## config.mk

```make
export PLATFORM = sky130hd
export DESIGN_NAME = spi_master
export DESIGN_NICKNAME = d
export VERILOG_FILES = /design/src/rtl/spi_pkg.sv /design/src/rtl/spi_clk_gen.sv /design/src/rtl/spi_master.sv
export SDC_FILE = /design/constraint.sdc
export NUM_CORES = 1
export LEC_CHECK = 0
export CAP_MARGIN = 20
export CORE_ASPECT_RATIO = 1.2
export CORE_UTILIZATION = 35
export CTS_BUF_LIST = sky130_fd_sc_hd__clkbuf_16
export CTS_CLUSTER_DIAMETER = 40
export DETAILED_ROUTE_END_ITERATION = 8
export SKIP_CTS_REPAIR_TIMING = 1
export SYNTH_ARGS = -nofsm -noshare
export SYNTH_HDL_FRONTEND = slang
export SYNTH_SLANG_ARGS = --single-unit
```

## constraint.sdc

```tcl
create_clock -name raw_clk -period 3.6 [get_ports raw_clk]
set_input_delay 0.36 -clock raw_clk [delete_from_list [all_inputs] [get_ports raw_clk]]
set_output_delay 0.36 -clock raw_clk [all_outputs]
set_load 0.02 [all_outputs]
```

## src/rtl/spi_pkg.sv

```systemverilog
// Shared definitions for the SPI master: sequencer states, SPI mode encodings
// and the supported word-width range.
package spi_pkg;

  typedef enum logic [1:0] {
    IDLE  = 2'd0,
    SETUP = 2'd1,
    SHIFT = 2'd2,
    HOLD  = 2'd3
  } state_t;

  // SPI modes encoded as {cpol, cpha}.
  localparam logic [1:0] MODE0 = 2'b00;
  localparam logic [1:0] MODE1 = 2'b01;
  localparam logic [1:0] MODE2 = 2'b10;
  localparam logic [1:0] MODE3 = 2'b11;

  localparam int WIDTH_MIN = 4;
  localparam int WIDTH_MAX = 32;

endpackage

```

## src/rtl/spi_clk_gen.sv

```systemverilog
// Half-period timer: emits a one-cycle tick every divisor+1 cycles while enabled.
// The divisor is captured on load so it stays fixed for the whole transfer.
module spi_clk_gen
  import spi_pkg::*;
#(
  parameter int DIV_WIDTH = 8
) (
  input  logic                 clk,
  input  logic                 rst_n,
  input  logic                 load,
  input  logic                 enable,
  input  logic [DIV_WIDTH-1:0] divisor,
  output logic                 tick
);

  logic [DIV_WIDTH-1:0] div_r;
  logic [DIV_WIDTH-1:0] cnt_r;

  // Tick on the last cycle of each half period.
  always_comb begin
    tick = enable && (cnt_r == {DIV_WIDTH{1'b0}});
  end

  // Down-counter reloaded from the captured divisor after every tick.
  always_ff @(posedge clk or negedge rst_n) begin
    if (!rst_n) begin
      div_r <= {DIV_WIDTH{1'b0}};
      cnt_r <= {DIV_WIDTH{1'b0}};
    end else if (load) begin
      div_r <= divisor;
      cnt_r <= divisor;
    end else if (enable) begin
      if (tick) begin
        cnt_r <= div_r;
      end else begin
        cnt_r <= cnt_r - 1'b1;
      end
    end else begin
      cnt_r <= cnt_r;
    end
  end

endmodule

```

## src/rtl/spi_master.sv

```systemverilog
// Parametrised SPI master: configurable width, SCLK divider, CPOL/CPHA mode,
// bit order and chip-select hold across multi-word frames. All outputs registered.
module spi_master
  import spi_pkg::*;
#(
  parameter int WIDTH     = 8,
  parameter int DIV_WIDTH = 8
) (
  input  logic                 raw_clk,
  input  logic                 reset_n,
  input  logic                 start,
  input  logic [WIDTH-1:0]     data_tx,
  input  logic [DIV_WIDTH-1:0] divisor,
  input  logic                 cpol,
  input  logic                 cpha,
  input  logic                 lsb_first,
  input  logic                 keep_cs,
  output logic [WIDTH-1:0]     data_rx,
  output logic                 busy,
  output logic                 done,
  output logic                 sclk,
  output logic                 mosi,
  input  logic                 miso,
  output logic                 cs_n
);

  localparam int EDGE_W = $clog2(2 * WIDTH + 1);
  localparam logic [EDGE_W-1:0] LAST_EDGE = EDGE_W'(2 * WIDTH);

  state_t            state_r;
  logic [WIDTH-1:0]  tx_shift_r;
  logic [WIDTH-1:0]  rx_shift_r;
  logic [EDGE_W-1:0] edge_cnt_r;
  logic              cpol_r;
  logic              cpha_r;
  logic              lsb_first_r;
  logic              keep_cs_r;

  logic              tick_s;
  logic              load_s;
  logic              enable_s;
  logic [EDGE_W-1:0] next_edge_s;
  logic              sample_s;
  logic              launch_s;

  function automatic logic pick_bit(input logic [WIDTH-1:0] w, input logic lsb);
    return lsb ? w[0] : w[WIDTH-1];
  endfunction

  function automatic logic [WIDTH-1:0] drop_bit(input logic [WIDTH-1:0] w, input logic lsb);
    return lsb ? {1'b0, w[WIDTH-1:1]} : {w[WIDTH-2:0], 1'b0};
  endfunction

  function automatic logic [WIDTH-1:0] push_bit(input logic [WIDTH-1:0] w, input logic b,
                                                input logic lsb);
    return lsb ? {b, w[WIDTH-1:1]} : {w[WIDTH-2:0], b};
  endfunction

  assign load_s   = start && (state_r == IDLE);
  assign enable_s = (state_r != IDLE);

  spi_clk_gen #(.DIV_WIDTH(DIV_WIDTH)) u_clk_gen (
    .clk     (raw_clk),
    .rst_n   (reset_n),
    .load    (load_s),
    .enable  (enable_s),
    .divisor (divisor),
    .tick    (tick_s)
  );

  // Classify the edge the next tick will produce: odd edges lead, even edges trail.
  always_comb begin
    next_edge_s = edge_cnt_r + 1'b1;
    sample_s    = next_edge_s[0] ^ cpha_r;
    if (!sample_s && !(!cpha_r && (next_edge_s == LAST_EDGE))) begin
      launch_s = 1'b1;
    end else begin
      launch_s = 1'b0;
    end
  end

  // Transfer sequencer; every output of the block is a register updated here.
  always_ff @(posedge raw_clk or negedge reset_n) begin
    if (!reset_n) begin
      state_r     <= IDLE;
      tx_shift_r  <= {WIDTH{1'b0}};
      rx_shift_r  <= {WIDTH{1'b0}};
      edge_cnt_r  <= {EDGE_W{1'b0}};
      cpol_r      <= 1'b0;
      cpha_r      <= 1'b0;
      lsb_first_r <= 1'b0;
      keep_cs_r   <= 1'b0;
      data_rx     <= {WIDTH{1'b0}};
      busy        <= 1'b0;
      done        <= 1'b0;
      sclk        <= 1'b0;
      mosi        <= 1'b0;
      cs_n        <= 1'b1;
    end else begin
      done <= 1'b0;
      case (state_r)
        IDLE: begin
          sclk <= cpol;
          mosi <= 1'b0;
          if (start) begin
            cpol_r      <= cpol;
            cpha_r      <= cpha;
            lsb_first_r <= lsb_first;
            keep_cs_r   <= keep_cs;
            edge_cnt_r  <= {EDGE_W{1'b0}};
            rx_shift_r  <= {WIDTH{1'b0}};
            busy        <= 1'b1;
            cs_n        <= 1'b0;
            state_r     <= SETUP;
            // cpha=0 presents the first bit before the first (sampling) edge.
            if (cpha) begin
              mosi       <= 1'b0;
              tx_shift_r <= data_tx;
            end else begin
              mosi       <= pick_bit(data_tx, lsb_first);
              tx_shift_r <= drop_bit(data_tx, lsb_first);
            end
          end else begin
            state_r <= IDLE;
          end
        end
        SETUP, SHIFT: begin
          if (tick_s) begin
            if (edge_cnt_r == LAST_EDGE) begin
              if (keep_cs_r) begin
                state_r <= IDLE;
                busy    <= 1'b0;
                done    <= 1'b1;
                data_rx <= rx_shift_r;
                mosi    <= 1'b0;
              end else begin
                state_r <= HOLD;
              end
            end else begin
              state_r    <= SHIFT;
              sclk       <= ~sclk;
              edge_cnt_r <= next_edge_s;
              if (sample_s) begin
                rx_shift_r <= push_bit(rx_shift_r, miso, lsb_first_r);
              end else begin
                rx_shift_r <= rx_shift_r;
              end
              if (launch_s) begin
                mosi       <= pick_bit(tx_shift_r, lsb_first_r);
                tx_shift_r <= drop_bit(tx_shift_r, lsb_first_r);
              end else begin
                tx_shift_r <= tx_shift_r;
              end
            end
          end else begin
            state_r <= state_r;
          end
        end
        HOLD: begin
          sclk <= cpol_r;
          if (tick_s) begin
            state_r <= IDLE;
            busy    <= 1'b0;
            done    <= 1'b1;
            data_rx <= rx_shift_r;
            mosi    <= 1'b0;
            cs_n    <= 1'b1;
          end else begin
            state_r <= HOLD;
          end
        end
        default: begin
          state_r <= IDLE;
        end
      endcase
    end
  end

endmodule
```

==> results of run 1 <==
-- layout make-up --
type	instances	area, µm²
Clock buffer	5	125
Clock inverter	3	26.3
Fill cell	848	4890
Inverter	10	37.5
Multi-Input combinational cell	223	1710
Sequential cell	56	1400
Tap cell	117	146
Timing Repair Buffer	42	413
-- Yosys cell counts (3+ instances only) --
master and n:
sky130_fd_sc_hd__a211oi_1 6, sky130_fd_sc_hd__a21oi_1 14, sky130_fd_sc_hd__a22o_1 8, sky130_fd_sc_hd__buf_1 3
sky130_fd_sc_hd__clkbuf_1 12, sky130_fd_sc_hd__dfrtp_1 55, sky130_fd_sc_hd__ha_1 7, sky130_fd_sc_hd__inv_1 10
sky130_fd_sc_hd__mux2_1 4, sky130_fd_sc_hd__mux2_2 25, sky130_fd_sc_hd__mux2i_1 29, sky130_fd_sc_hd__nand2_1 24
sky130_fd_sc_hd__nand3_1 4, sky130_fd_sc_hd__nor2_1 20, sky130_fd_sc_hd__nor3b_1 3, sky130_fd_sc_hd__nor4_1 3
sky130_fd_sc_hd__o211ai_1 3, sky130_fd_sc_hd__o21ai_0 16, sky130_fd_sc_hd__o31ai_1 10, sky130_fd_sc_hd__xnor2_1 4
-- stage by stage --
| step | hold WS (ps) | area (µm²) | utilization [%] | total power, W |
|---|---|---|---|---|
| 2_1_floorplan | 64.4 | 3220 | - | 0.000660 |
| 3_3_place_gp | 488 | 3680 | 42.1 | 0.000706 |
| 3_5_place_dp | 494 | 3680 | 42.1 | 0.000707 |
| 4_1_cts | 267 | 3840 | 43.8 | 0.00121 |
| 5_1_grt | 13.7 | 3860 | 44.1 | 0.00125 |
| 6_report | -4.63 | 3860 | 44.1 | 0.00119 |
-- power breakdown --
group          switching, W   total, W  internal [W]
Combinational     0.0000327  0.0000666     0.0000339
Sequential                0   0.000628      0.000628
Clock              0.000232   0.000495      0.000263
Total              0.000265    0.00119      0.000926
-- flip-flops by register name, summed over array words and instances (netlist names) --
signal           count
busy                 1
cpha_r               1
edge_cnt_r           5
u_clk_gen.cnt_r      8
done                 1
tx_shift_r           8
cs_n                 1
sclk                 1
keep_cs_r            1
cpol_r               1
data_rx              8
lsb_first_r          1
rx_shift_r           8
u_clk_gen.div_r      8
state_r              2
mosi                 1
-- layout by cell type, fill, tap and decap left out, drive strengths merged, types with 7 or more instances in the layout --
cell	n
dfrtp	55
clkdlybuf4s50	35
mux2i	29
mux2	29
nand2	24
nor2	20
o21ai	17
a21oi	16
inv	11
o31ai	10
a22o	8
ha	7
buf	7
-- worst max-delay path, cell delays in order, from the launching register on --
cell                       delay (ps)
sky130_fd_sc_hd__dfrtp_1          380
sky130_fd_sc_hd__inv_1             60
sky130_fd_sc_hd__ha_1             360
sky130_fd_sc_hd__or4b_4           580
sky130_fd_sc_hd__o21ai_4          210
sky130_fd_sc_hd__nand3b_4         270
sky130_fd_sc_hd__a21oi_4          350
sky130_fd_sc_hd__mux2_2           370
-- routing by layer --
layer  track usage (%)  vias up
li1                  -     1200
met1              19.0     1161
met2              25.8       35
met3              2.46       10
met4              6.01        0
met5                 0        -
-- cell families (layout without fill, tap and decap cells) --
kind of cell / after synthesis / in the layout / share of synthesized area, %
DFF: 56 / 56 / 43.6
adders and majority gates: 7 / 7 / 2.72
AOI/OAI and AO/OA: 80 / 80 / 17.7
and+or+nand+nor: 73 / 73 / 12.0
xor gates and xnor gates: 5 / 5 / 1.36
buffers and inverters: 27 / 60 / 3.42
muxes: 58 / 58 / 19.2
-- worst max path at each step --
stage	start	to	slack (ps)	cells past startpoint
CTS	state_r[1]	tx_shift_r[2]	890	7
global route	state_r[1]	tx_shift_r[0]	760	7
floorplan	state_r[0]	tx_shift_r[0]	1450	7
finish	state_r[1]	tx_shift_r[2]	910	7
detailed placement	state_r[1]	tx_shift_r[2]	900	7
global placement	state_r[0]	tx_shift_r[0]	980	7
==> metrics.sh, run 1 <==
SKEW_PAIR_LATE_INSERTION_DELAY_PS=300
CTS_ROOT_BUF='sky130_fd_sc_hd__clkbuf_16'
GRT_PASS1_WL_UM=11300
INSERTEDDIODECOUNT=0
FINISH.NET_COUNT=369
FINALCRITPERIODSHARE_PCT=74.8
SYNTH_EDF_COUNT=0
WORST_SETUP_HOLD_PATH_CLK_SLEW_PS=70
FIN_HOLD_WS_PS=-4.63
CTS_SINKS=56
HOLD_VIOL=6
DETAILED_PLACE_HPWL_UM=4720
AREAGROWTHSYNTHTOFINISH_PCT=19.8
DRV_SLEW=0
CRIT_PATH_MAX_FANOUT=22
COMMONEST_REGISTER_CELL_AFTER_SYNTHESIS='sky130_fd_sc_hd__dfrtp_1'
CP.REQUIRED_PS=3780
YOSYS.AREA.TOP_TYPE_SHARE_PCT=42.8
HIGHEST_LAYER='met4'
BUFFER_PORTS.INSERTED=36
POST_LAYOUT_NONFILLER_INSTANCES=456
SYNTH-WARNING-COUNT=0
DR_WL_MET3_UM=183
TRITONCTS='yes'
VIAS=2406
CTS_MADE_BUFFERS=5
NUMBER_OF_DRC_VIOLATIONS_AFTER_DETAILED_ROUTING_ITERATION_0=66
FLOORPLAN.DIE_AREA_UM2=9580
RR_WORST_DEPTH=7
END_KIND='flip-flop'
AVGROUTEDWIREPERCELL_UM=14.5
DP_CELLS=447
INITIAL_CORE_UTIL_PCT=36.8
WL_MET2_UM=3300
DRTANTENNAVIOLNETS=0
WORST_HOLD_PATH_TYPE='input pin to asynchronous set/reset pin'
PLACE.GP.CONGESTION=0.762
STATIC_LEAK_nW=1.65
PERIOD_MINUS_SLACK_PS=2690
REMAINING_DRC_ERRORS=0
CTS.HTREE.LEVELS=2
SYNTH_NETS=337
FP.DIEH_UM=107
GRT_START_MAX_NET_PINS=46
R2R_START='state_r[1]'
SYNTHCELLS=306
SYNTHDISTINCTLIBCELLS=59
FIRST_GLOBAL_VIAS=2341
MET1_LENGTH_UM=3020
GRT_ANTENNA_BEFORE_REPAIR=0
YOSYSSEQAREASHARE_PCT=43.6
COREAREA_UM2=8750
FINALCLOCKSKEW_PS=9.76
FFS_W_ASYNC_S_R_SYNTH_PCT=100
SETUP_REPAIR_AFTER_GLOBAL_ROUTING_MISSED_ITS_MARGIN='false'
GRT_OVERFLOW=0
DIE_WIDTH_UM=89.5
SETUP_VIOL_COUNT_FINAL=0
POWER.DENSITY_nW_PER_UM2=309
WORST_PIN_SLEW_PS=876
YS_SEQ_ELEMENTS=56
OUTCOME='finished, violations left'
ARRIVAL_PS=2870
SYNTH.CELL_AREA_UM2=3220
SLEW_HEADROOM_PCT=41.6
VIOLATIONS='hold timing'
CLOCK_PATH_BUFFERS=2
REG2REG_TO='tx_shift_r[2]'
IOPINCOUNT=37
GROUTE.USAGE.OVERALL_PCT=15.2
DRTPASS1ITERATIONS=4
WORST_IR_DROP_VDD_mV=0.183
R2R_SETUP_SLACK_PS=910
POST-SYNTH-TOP-AREA-CELL='sky130_fd_sc_hd__dfrtp_1'
COUNT_OF_STANDARD_CELL_ROWS=37
POST_SYNTH.CELL_AREA_AVG_UM2=10.5
TYPE_OF_ORIGIN_OF_THE_CRITICAL_PATH='flip-flop'
FIN_SETUP_TNS_PS=0
SETUP_WS_PS=907
TIMING.FMAX_MHz=371
VIA_PER_INST=5.28
CAP_VIOL_MAX_COUNT=0
DRT-TOTAL-WL_UM=6630
LAYOUT_CELLS_SIZED_ABOVE_1_PCT=14.5
SYNTH.AREA.TOP_CELLS='sky130_fd_sc_hd__dfrtp_1 43%, sky130_fd_sc_hd__mux2i_1 9.0%, sky130_fd_sc_hd__mux2_2 8.7%'
POST-PLACE-WS_PS=904
TIMING_WORST_SETUP_PATH_TYPE='flip-flop to flip-flop'
(Power assumes the default switching activity.)
==> inputs of run 2 (changes only) <==
==> constraint.sdc (replaced) <==
create_clock -name raw_clk -period 2.2 [get_ports raw_clk]
set_input_delay 0.22 -clock raw_clk [delete_from_list [all_inputs] [get_ports raw_clk]]
set_output_delay 0.22 -clock raw_clk [all_outputs]
set_load 0.02 [all_outputs]
==> run 2 against run 1 <==
Effect of this change:
- the run ends with setup timing left
- via count increased by 5.7%
- clock skew increased by 1.4 ps
- flip-flop and latch count unchanged
- highest routed layer unchanged
- critical path type unchanged
- non-clock buffer count increased by 28
- critical path depth increased by 1
==> metrics.sh, run 2 (synthesis gave the netlist of run 1 again) <==
OUTCOME='finished, violations left'  # unchanged
VIOLATIONS='setup timing'  # was hold timing
WORST_IR_DROP_VDD_mV=0.284  # was 0.183 mV
SETUP_REPAIR_AFTER_GLOBAL_ROUTING_MISSED_ITS_MARGIN='true'  # was false
FLOORPLAN.DIE_AREA_UM2=9580  # unchanged
GRT_ANTENNA_BEFORE_REPAIR=0  # unchanged
DRV_SLEW=0  # unchanged
ARRIVAL_PS=2380  # was 2870 ps
CRITICAL_PATH_MAX_STAGE_DELAY_PS=550  # was 580 ps
WORST_PIN_SLEW_PS=872  # was 876 ps
HOLD_VIOL=0  # was 6
CTS_SINKS=56  # unchanged
POWER.DENSITY_nW_PER_UM2=469  # was 309 nW/µm²
POST_LAYOUT_NONFILLER_INSTANCES=484  # was 456
WORST_HOLD_PATH_TYPE='input pin to asynchronous set/reset pin'  # unchanged
SETUP_WS_PS=-2.60  # was 907 ps
COUNT_OF_STANDARD_CELL_ROWS=37  # unchanged
UTILIZATION_PCT=47.6  # was 44.1%
WORST_SETUP_HOLD_PATH_CLK_SLEW_PS=80  # was 70 ps
DRTPASS1ITERATIONS=4  # unchanged
FINISH.NET_COUNT=397  # was 369
GRT_START_MAX_NET_PINS=31  # was 46
MOST_COMMON_LIBRARY_CELL_IN_THE_LAYOUT_IGNORING_FILL_AND_TAPS='sky130_fd_sc_hd__dfrtp_1'  # unchanged
GRT_OVERFLOW=0  # unchanged
MOST-COMMON-LAYOUT-CELLS='55 x sky130_fd_sc_hd__dfrtp_1, 35 x sky130_fd_sc_hd__clkdlybuf4s50_1, 29 x sky130_fd_sc_hd__mux2i_1, 29 x sky130_fd_sc_hd__buf_4, 24 x sky130_fd_sc_hd__nand2_1'  # was 55 x sky130_fd_sc_hd__dfrtp_1, 35 x sky130_fd_sc_hd__clkdlybuf4s50_1, 29 x sky130_fd_sc_hd__mux2i_1
VIAS=2544  # was 2,406
INSERTEDDIODECOUNT=0  # unchanged
FINALCLOCKSKEW_PS=11.2  # was 9.76 ps
CTS_MADE_BUFFERS=5  # unchanged
DRT-TOTAL-WL_UM=7210  # was 6630 µm
CP.REQUIRED_PS=2380  # was 3780 ps
SLEW_HEADROOM_PCT=41.9  # was 41.6%
SETUP_VIOL_COUNT_FINAL=1  # was 0
AREAGROWTHSYNTHTOFINISH_PCT=29.4  # was 19.8%
CAP_VIOL_MAX_COUNT=0  # unchanged
CTS_ROOT_BUF='sky130_fd_sc_hd__clkbuf_16'  # unchanged
BUFFER_PORTS.INSERTED=36  # unchanged
SKEW_PAIR_LATE_INSERTION_DELAY_PS=300  # about the same
GRT_PASS1_WL_UM=11800  # was 11,300 µm
TIMING_WORST_SETUP_PATH_TYPE='flip-flop to flip-flop'  # unchanged
FINAL.FILL_COUNT=815  # was 848
TIMING.CRITICAL_PATH.SLOWEST_STAGE_CELL='sky130_fd_sc_hd__or4b_4'  # unchanged
INITIAL_CORE_UTIL_PCT=36.8  # unchanged
REMAINING_DRC_ERRORS=0  # unchanged
TYPE_OF_ORIGIN_OF_THE_CRITICAL_PATH='flip-flop'  # unchanged
WORSTPATHBUFFERINVERTERCOUNT=2  # was 1
TIMING.FMAX_MHz=454  # was 371 MHz
GROUTE.USAGE.OVERALL_PCT=15.8  # was 15.2%
END_KIND='flip-flop'  # unchanged
CTS.HTREE.LEVELS=2  # unchanged
NUMBER_OF_DRC_VIOLATIONS_AFTER_DETAILED_ROUTING_ITERATION_0=105  # was 66
CRIT_PATH_MAX_FANOUT=8  # was 22
CLOCK_PATH_BUFFERS=2  # unchanged
DIE_WIDTH_UM=89.5  # unchanged
TRITONCTS='yes'  # unchanged
FIRST_GLOBAL_VIAS=2546  # was 2,341
CRITPATHTOPFAMILY='simple AND/OR/NAND/NOR gates'  # unchanged
AVGROUTEDWIREPERCELL_UM=14.9  # was 14.5 µm
STATIC_LEAK_nW=1.80  # was 1.65 nW
PLACE.GP.CONGESTION=0.851  # was 0.762
DP_CELLS=471  # was 447
DETAILED_PLACE_HPWL_UM=5280  # was 4720 µm
COREAREA_UM2=8750  # unchanged
VIA_PER_INST=5.26  # was 5.28
FINALCRITPERIODSHARE_PCT=100  # was 74.8%
LAYOUT_CELLS_SIZED_ABOVE_1_PCT=24.5  # was 14.5%
FP.DIEH_UM=107  # unchanged
IOPINCOUNT=37  # unchanged
DRTANTENNAVIOLNETS=0  # unchanged
PERIOD_MINUS_SLACK_PS=2200  # was 2690 ps
TIMING.CRITICAL_PATH.CELLS='inv_1 -> ha_2 -> or4b_4 -> o21ai_4 -> nand3b_4 -> a21oi_4 -> buf_12 -> mux2_4'  # was inv_1 -> ha_1 -> or4b_4 -> o21ai_4 -> nand3b_4 -> a21oi_4 -> mux2_2
run 2: changes by cell type in the layout (fill, tap and decap cells not counted), sizes merged:
cell and change:
buf +27, dlygate4sd3 +1
run 2: power breakdown:
part | internal (W) | switching, W
sequential | 0.00103 | 0
combinational | 0.0000576 | 0.0000541
clock | 0.000427 | 0.000385
run 2: final timing paths:
kind,start,endpoint,slack (ps),depth (start not counted)
setup / recovery,state_r[1],tx_shift_r[5],-3,8
hold / removal,reset_n,data_rx[4],470,2
setup reg to reg,state_r[1],tx_shift_r[5],-3,8
hold reg to reg,u_clk_gen.div_r[0],u_clk_gen.div_r[0],510,1
max in group asynchronous,reset_n,cs_n,1090,3
min in group raw_clk,u_clk_gen.div_r[0],u_clk_gen.div_r[0],510,1
run 2: final cells by class:
class / instances / area (µm²) / share of cell area (%)
inverters: 10 / 37.5 / 0.901
clock inverters: 3 / 22.5 / 0.541
well taps: 117 / 146 / 3.51
multi-input cells: 223 / 1780 / 42.7
repair buffers: 70 / 654 / 15.7
clock buffers: 5 / 125 / 3.00
flip-flops and latches: 56 / 1400 / 33.7
run 2: per-stage QoR:
stage	power (W)	instance area (µm²)	hold slack (ps)	setup WS (ps)	TNS (ps)
2_1_floorplan	0.00108	3220	-75.6	45.7	0
3_3_place_gp	0.00116	3890	275	75.5	0
3_5_place_dp	0.00116	3890	272	6.13	0
4_1_cts	0.00198	4040	-51.5	-11.3	-42.7
5_1_grt	0.00203	4170	531	-69.2	-643
6_report	0.00195	4170	466	-2.60	-2.60
run 2: per-layer routing:
layer | part of all wire, % | vias up | track usage (%)
met5 | 0 | - | 0
met4 | 0.47 | 0 | 3.06
met3 | 2.4 | 5 | 2.31
met2 | 52 | 42 | 28.5
met1 | 45 | 1246 | 19.8
li1 | - | 1251 | -
